<file path="config.mk">
export PLATFORM = sky130hd
export DESIGN_NAME = slave_port
export DESIGN_NICKNAME = d
export VERILOG_FILES = /design/src/rtl/slave_port.sv
export SDC_FILE = /design/constraint.sdc
export NUM_CORES = 1
export LEC_CHECK = 0
export CAP_MARGIN = 20
export CORE_MARGIN = 2
export CORE_UTILIZATION = 29
export CTS_CLUSTER_DIAMETER = 150
export DETAILED_ROUTE_END_ITERATION = 12
export MAX_ROUTING_LAYER = met4
export SYNTH_ARGS = -nofsm -noshare
export SYNTH_HDL_FRONTEND = slang
export SYNTH_SLANG_ARGS = --single-unit
</file>
<file path="constraint.sdc">
create_clock -name clk -period 6.1 [get_ports clk]
set_clock_uncertainty 0.05 [all_clocks]
set_input_delay 0.61 -clock clk [delete_from_list [all_inputs] [get_ports clk]]
set_output_delay 0.61 -clock clk [all_outputs]
set_load 0.02 [all_outputs]
</file>
<file path="src/rtl/slave_port.sv">
// Serial-bus slave endpoint: deserialises address/burst/write-data from the master,
// performs word accesses on a local memory and streams read data back LSB first.
module slave_port #(
  parameter int WORD_SIZE       = 8,
  parameter int SLAVE_ADDR_SIZE = 12,
  parameter int BURST_SIZE      = 12
) (
  input  logic                       clk,
  input  logic                       rst,
  input  logic                       read_en,
  input  logic                       write_en,
  input  logic                       m_valid,
  input  logic                       addr_bus,
  input  logic                       burst_size_bus,
  input  logic                       w_data_bus,
  output logic                       s_ready,
  output logic                       s_valid,
  output logic                       rx_data,
  output logic                       done,
  output logic [SLAVE_ADDR_SIZE-1:0] mem_addr,
  output logic [WORD_SIZE-1:0]       mem_wdata,
  output logic                       mem_we,
  output logic                       mem_re,
  input  logic [WORD_SIZE-1:0]       mem_rdata
);

  localparam int HDR_BITS = (SLAVE_ADDR_SIZE > BURST_SIZE) ? SLAVE_ADDR_SIZE : BURST_SIZE;
  localparam int HCW      = $clog2(HDR_BITS + 1);
  localparam int BCW      = $clog2(WORD_SIZE);

  typedef enum logic [2:0] {
    IDLE, HDR, WDATA, MWRITE, MREAD, MWAIT, RTX, FIN
  } state_t;

  state_t                     state;
  logic                       is_write;
  logic [HCW-1:0]             hdr_cnt;
  logic [BCW-1:0]             bit_cnt;
  logic [SLAVE_ADDR_SIZE-1:0] base_addr;
  logic [BURST_SIZE-1:0]      burst_len;
  logic [BURST_SIZE-1:0]      word_idx;
  logic [WORD_SIZE-1:0]       wdata_sr;
  logic [WORD_SIZE-1:0]       tx_sr;

  logic [SLAVE_ADDR_SIZE-1:0] base_next;
  logic [BURST_SIZE-1:0]      burst_next;
  logic [BURST_SIZE-1:0]      last_idx;
  logic [SLAVE_ADDR_SIZE-1:0] cur_addr;
  logic [SLAVE_ADDR_SIZE-1:0] nxt_addr;
  logic [WORD_SIZE-1:0]       wdata_next;
  logic                       hdr_last;
  logic                       bit_last;
  logic                       word_last;

  // Header fields shift in LSB first; a field narrower than the header stops
  // shifting once it is full so its first bit lands in bit 0.
  always_comb begin
    base_next  = base_addr;
    burst_next = burst_len;
    if (hdr_cnt < HCW'(SLAVE_ADDR_SIZE))
      base_next = {addr_bus, base_addr[SLAVE_ADDR_SIZE-1:1]};
    if (hdr_cnt < HCW'(BURST_SIZE))
      burst_next = {burst_size_bus, burst_len[BURST_SIZE-1:1]};
  end

  // A zero burst length behaves as a single-word burst.
  assign last_idx   = (burst_len == '0) ? '0 : burst_len - 1'b1;
  assign word_last  = (word_idx == last_idx);
  assign cur_addr   = base_addr + SLAVE_ADDR_SIZE'(word_idx);
  assign nxt_addr   = base_addr + SLAVE_ADDR_SIZE'(word_idx + 1'b1);
  assign wdata_next = {w_data_bus, wdata_sr[WORD_SIZE-1:1]};
  assign hdr_last   = (hdr_cnt == HCW'(HDR_BITS - 1));
  assign bit_last   = (bit_cnt == BCW'(WORD_SIZE - 1));

  always_ff @(posedge clk or posedge rst) begin
    if (rst) begin
      state     <= IDLE;
      is_write  <= 1'b0;
      hdr_cnt   <= '0;
      bit_cnt   <= '0;
      base_addr <= '0;
      burst_len <= '0;
      word_idx  <= '0;
      wdata_sr  <= '0;
      tx_sr     <= '0;
      s_ready   <= 1'b1;
      s_valid   <= 1'b0;
      rx_data   <= 1'b0;
      done      <= 1'b0;
      mem_addr  <= '0;
      mem_wdata <= '0;
      mem_we    <= 1'b0;
      mem_re    <= 1'b0;
    end else begin
      mem_we <= 1'b0;
      mem_re <= 1'b0;
      done   <= 1'b0;
      case (state)
        IDLE: begin
          if (m_valid && (read_en ^ write_en)) begin
            is_write  <= write_en;
            base_addr <= base_next;
            burst_len <= burst_next;
            hdr_cnt   <= HCW'(1);
            word_idx  <= '0;
            bit_cnt   <= '0;
            s_ready   <= 1'b0;
            state     <= HDR;
          end
        end
        HDR: begin
          if (m_valid) begin
            base_addr <= base_next;
            burst_len <= burst_next;
            if (hdr_last) begin
              hdr_cnt <= '0;
              if (is_write) begin
                state <= WDATA;
              end else begin
                mem_re   <= 1'b1;
                mem_addr <= base_next;
                state    <= MREAD;
              end
            end else begin
              hdr_cnt <= hdr_cnt + 1'b1;
            end
          end
        end
        WDATA: begin
          if (m_valid) begin
            wdata_sr <= wdata_next;
            if (bit_last) begin
              bit_cnt   <= '0;
              mem_we    <= 1'b1;
              mem_wdata <= wdata_next;
              mem_addr  <= cur_addr;
              state     <= MWRITE;
            end else begin
              bit_cnt <= bit_cnt + 1'b1;
            end
          end
        end
        MWRITE: begin
          if (word_last) begin
            done  <= 1'b1;
            state <= FIN;
          end else begin
            word_idx <= word_idx + 1'b1;
            state    <= WDATA;
          end
        end
        MREAD: state <= MWAIT;
        MWAIT: begin
          tx_sr   <= mem_rdata;
          rx_data <= mem_rdata[0];
          s_valid <= 1'b1;
          bit_cnt <= '0;
          state   <= RTX;
        end
        RTX: begin
          if (bit_last) begin
            s_valid <= 1'b0;
            rx_data <= 1'b0;
            bit_cnt <= '0;
            if (word_last) begin
              done  <= 1'b1;
              state <= FIN;
            end else begin
              word_idx <= word_idx + 1'b1;
              mem_re   <= 1'b1;
              mem_addr <= nxt_addr;
              state    <= MREAD;
            end
          end else begin
            bit_cnt <= bit_cnt + 1'b1;
            tx_sr   <= tx_sr >> 1;
            rx_data <= tx_sr[1];
          end
        end
        FIN: begin
          s_ready <= 1'b1;
          state   <= IDLE;
        end
        default: state <= IDLE;
      endcase
    end
  end

endmodule
</file>
==> key figures <==
Status
  – Status: finished, final reports clean

Finish
  – Multi-input logic area: 3150 um^2
  – Fillers: 1,937
  – Share of cells above drive strength 1: 14.8%
  – Area grow syn2layout: 15.9%
  – # diodes: 0
  – Register area: 2180 um^2
  – # nets final: 650

Die
  – I/O pin cnt: 42
  – Initial core utilization: 29.7%
  – Die H: 143 um
  – Row count: 50
  – Die ar.: 20,400 um^2
  – CORE AREA: 18,800 um^2
  – Die W: 143 um

Place
  – GPL Wtd Cong: 0.855
  – Worst slack, placed: 1.68 ns
  – Post-detail-place hpwl: 9.34 mm
  – IO Port Bufs: 41

Power and ir drop
  – Sw Ratio: 26.0%
  – Switching Power: 0.317 mW
  – Leak: 2.87 nW
  – Gate power share: 4.6%
  – P_int: 0.903 mW
  – Power per cell area: 189 nW/um^2
  – Seq pwr share: 48.3%
  – Clk pwr share: 47.1%
  – Max VDD drop: 143 uV

Setup path
  – Kind of critical path: register to register
  – Crit. End Element: register
  – Crit path arrival time: 4.68 ns
  – Startpoint types: register
  – CP Data Required Time: 6.30 ns
  – Flop2flop setup slack: 1.62 ns
  – Worst-path maximum fanout: 17

Flow run
  – Max Cap Viol: 0

Yosys
  – Synth top area cells: dfrtp_1 (39%), mux2_2 (8.3%), nand2_1 (4.4%), o21ai_0 (3.8%), ha_1 (3.6%)
  – Post-Syn Area: 5580 um^2
  – Post-synthesis area per instance: 9.35 um^2
  – Yosys reg bits: 87
  – Post-synth top area cell: dfrtp_1
  – Post-synth EDFFs: 0
  – Yosys synthesis warning count: 0
  – Synth Instances: 596
  – Dominant synthesized flop cell: dfrtp_1
  – Register area share after synthesis: 39.1%
  – Area fraction of the dominant cell type after synthesis: 38.6%
  – Synth cell types: 70
  – Async S/R FF share, synth: 100%
  – Mapped Nets: 629

CTS
  – Post-CTS resize count: 0
  – CTS Hold Bufs: 0
  – Clk Latency, worst-skew pair: 0.36 ns
  – Clock Sinks: 87
  – Clock transition at path regs: 0.07 ns
  – Worst-case clock buffer depth: 2
  – Htree depth: 3
  – CTS tree: done
  – Number of setup buffers added after CTS: 0
  – Number of CTS-inserted buffers: 9
  – CTS root buffer: clkbuf_16

Routing
  – Routed WL: 13.1 mm
  – Met2 wire length: 5.74 mm
  – Final ANT Viol Nets: 0
  – Vias after detailed routing: 4,433
  – Metal3 WL: 613 um
  – First drt pass iteration count: 5
  – Drt initial violations: 250
  – Remaining DRCs: 0
  – Uppermost layer routed: met4
  – Wirelength per Cell: 15.3 um
  – Via density: 5.18
  – Met1 wire length: 6.50 mm

Worst hold path
  – Worst hold path type: register to register

Global route
  – Total GRT Usage: 13.9%
  – Antenna violations before repair: 0
  – Largest net degree at the start of global routing: 55
  – First-pass GRT wire length: 21.8 mm
  – Vias in the first global route: 4,226
  – Grt ovf: 0

STA
  – Setup WS post-layout: 1.62 ns
  – Setup tns final: 0 ns
  – Final hold viol count: 0
  – Max transition margin: 43.4%
  – Period utilisation layout: 73.5%
  – Final setup violation count: 0
  – Fmax: 0.223 GHz
  – Min Hold Slack: 0.432 ns
  – RSZ-0062 raised after global routing: false
  – Crit path time final: 4.48 ns
  – Worst Max-Slew Pin Slew: 0.844 ns
  – Final Max Tran Viols: 0
==> metal layers <==
metal / vias to the layer above / GRT usage [%]
li1: 2206 / -
met1: 2115 / 19.2
met2: 99 / 20.3
met3: 13 / 2.98
met4: 0 / 4.85
met5: - / -
==> flip-flops by register name, indices dropped and copies added (netlist names), 3 cells and up <==
signal and flops:
burst_len 12, wdata_sr 7, mem_wdata 8, base_addr 12
bit_cnt 3, mem_addr 12, state 3, hdr_cnt 4
tx_sr 7, word_idx 12
==> metrics by stage <==
| step | power [mW] | std cells | util, % | area (um^2) |
|---|---|---|---|---|
| floorplan | 0.631 | 596 | - | 5580 |
| global placement | 0.658 | 840 | 32.8 | 6150 |
| detailed placement | 0.659 | 840 | 32.8 | 6150 |
| CTS | 1.23 | 856 | 34.4 | 6460 |
| global route | 1.27 | 856 | 34.4 | 6460 |
| finish | 1.22 | 856 | 34.4 | 6460 |
==> final cells by class <==
type | instances | share of cell area [%]
inverters | 22 | 1.30
clock buffers | 9 | 3.49
well taps | 234 | 4.53
flip-flops and latches | 87 | 33.7
clock inverters | 7 | 1.30
multi-input cells | 451 | 48.7
repair buffers | 46 | 6.93
==> synthesized netlist by cell type, types with 4 or more instances <==
cell / n
buf_1: 4
nor4_1: 6
o31ai_1: 4
a31oi_1: 6
buf_2: 5
xnor2_1: 17
inv_1: 21
nor2_1: 41
ha_1: 16
o21ai_0: 42
a32oi_1: 6
xor2_1: 11
o311ai_0: 4
o211ai_1: 9
mux2_4: 9
a211oi_1: 7
nand3_1: 14
clkbuf_1: 25
nand2_1: 65
mux2_2: 41
nor3_1: 15
mux2i_1: 15
dfrtp_1: 86
or2_2: 9
or3_1: 10
or4_1: 5
and3_1: 7
a21oi_1: 31
nand2b_1: 7
==> final timing paths <==
| path | start | end | cells after the start |
|---|---|---|---|
| min in group asynchronous | rst | mem_we | 2 |
| min reg2reg | tx_sr[5] | tx_sr[5] | 2 |
| max reg2reg | state[0] | mem_addr[10] | 16 |
| min | tx_sr[5] | tx_sr[5] | 2 |
| max in group asynchronous | rst | burst_len[2] | 3 |
| max | state[0] | mem_addr[10] | 16 |
==> power groups by stage <==
stage	clock network (mW)	registers (mW)	logic, mW
after global placement	0	0.601	0.0570
after floorplan	0	0.602	0.0285
after global routing	0.613	0.590	0.0637
after detailed placement	0	0.601	0.0578
final	0.575	0.589	0.0561
after CTS	0.587	0.589	0.0579
==> layout by cell type (no fill, tap or decap), drive strengths merged, types with 3 or more instances in the layout <==
cell / count
a211oi: 7
a21o: 4
a21oi: 31
a31oi: 6
a32oi: 6
and2: 3
and3: 7
buf: 5
clkbuf: 9
clkdlybuf4s50: 41
clkinv: 5
dfrtp: 86
ha: 16
inv: 24
mux2: 50
mux2i: 15
nand2: 65
nand2b: 7
nand3: 14
nand4: 4
nor2: 41
nor3: 17
nor3b: 3
nor4: 7
o211ai: 9
o21ai: 44
o22ai: 3
o311ai: 4
o31ai: 4
or2: 10
or3: 10
or4: 5
xnor2: 17
xor2: 11
==> cells by family after synthesis <==
family                     synth area share [%]
AOI/OAI and AO/OA                          16.3
xor gates and xnor gates                   4.80
adders and majority gates                  3.95
buffers and inverters                      4.44
DFF                                        39.1
muxes                                      13.4
and+or+nand+nor                            18.1
==> worst max-delay path, cell delays in order, from the launching register on <==
cell	delay, ns
dfrtp_1	0.69
inv_1	0.20
nand2_1	0.36
nor2_1	0.07
buf_4	0.21
xor2_1	0.15
ha_1	0.21
inv_1	0.06
fa_1	0.39
nor2b_1	0.15
o21ai_0	0.11
a21boi_0	0.33
o311ai_0	0.25
a2111oi_0	0.49
o21ai_0	0.14
a31o_2	0.25
mux2_4	0.26
(Power assumes the default switching activity.)
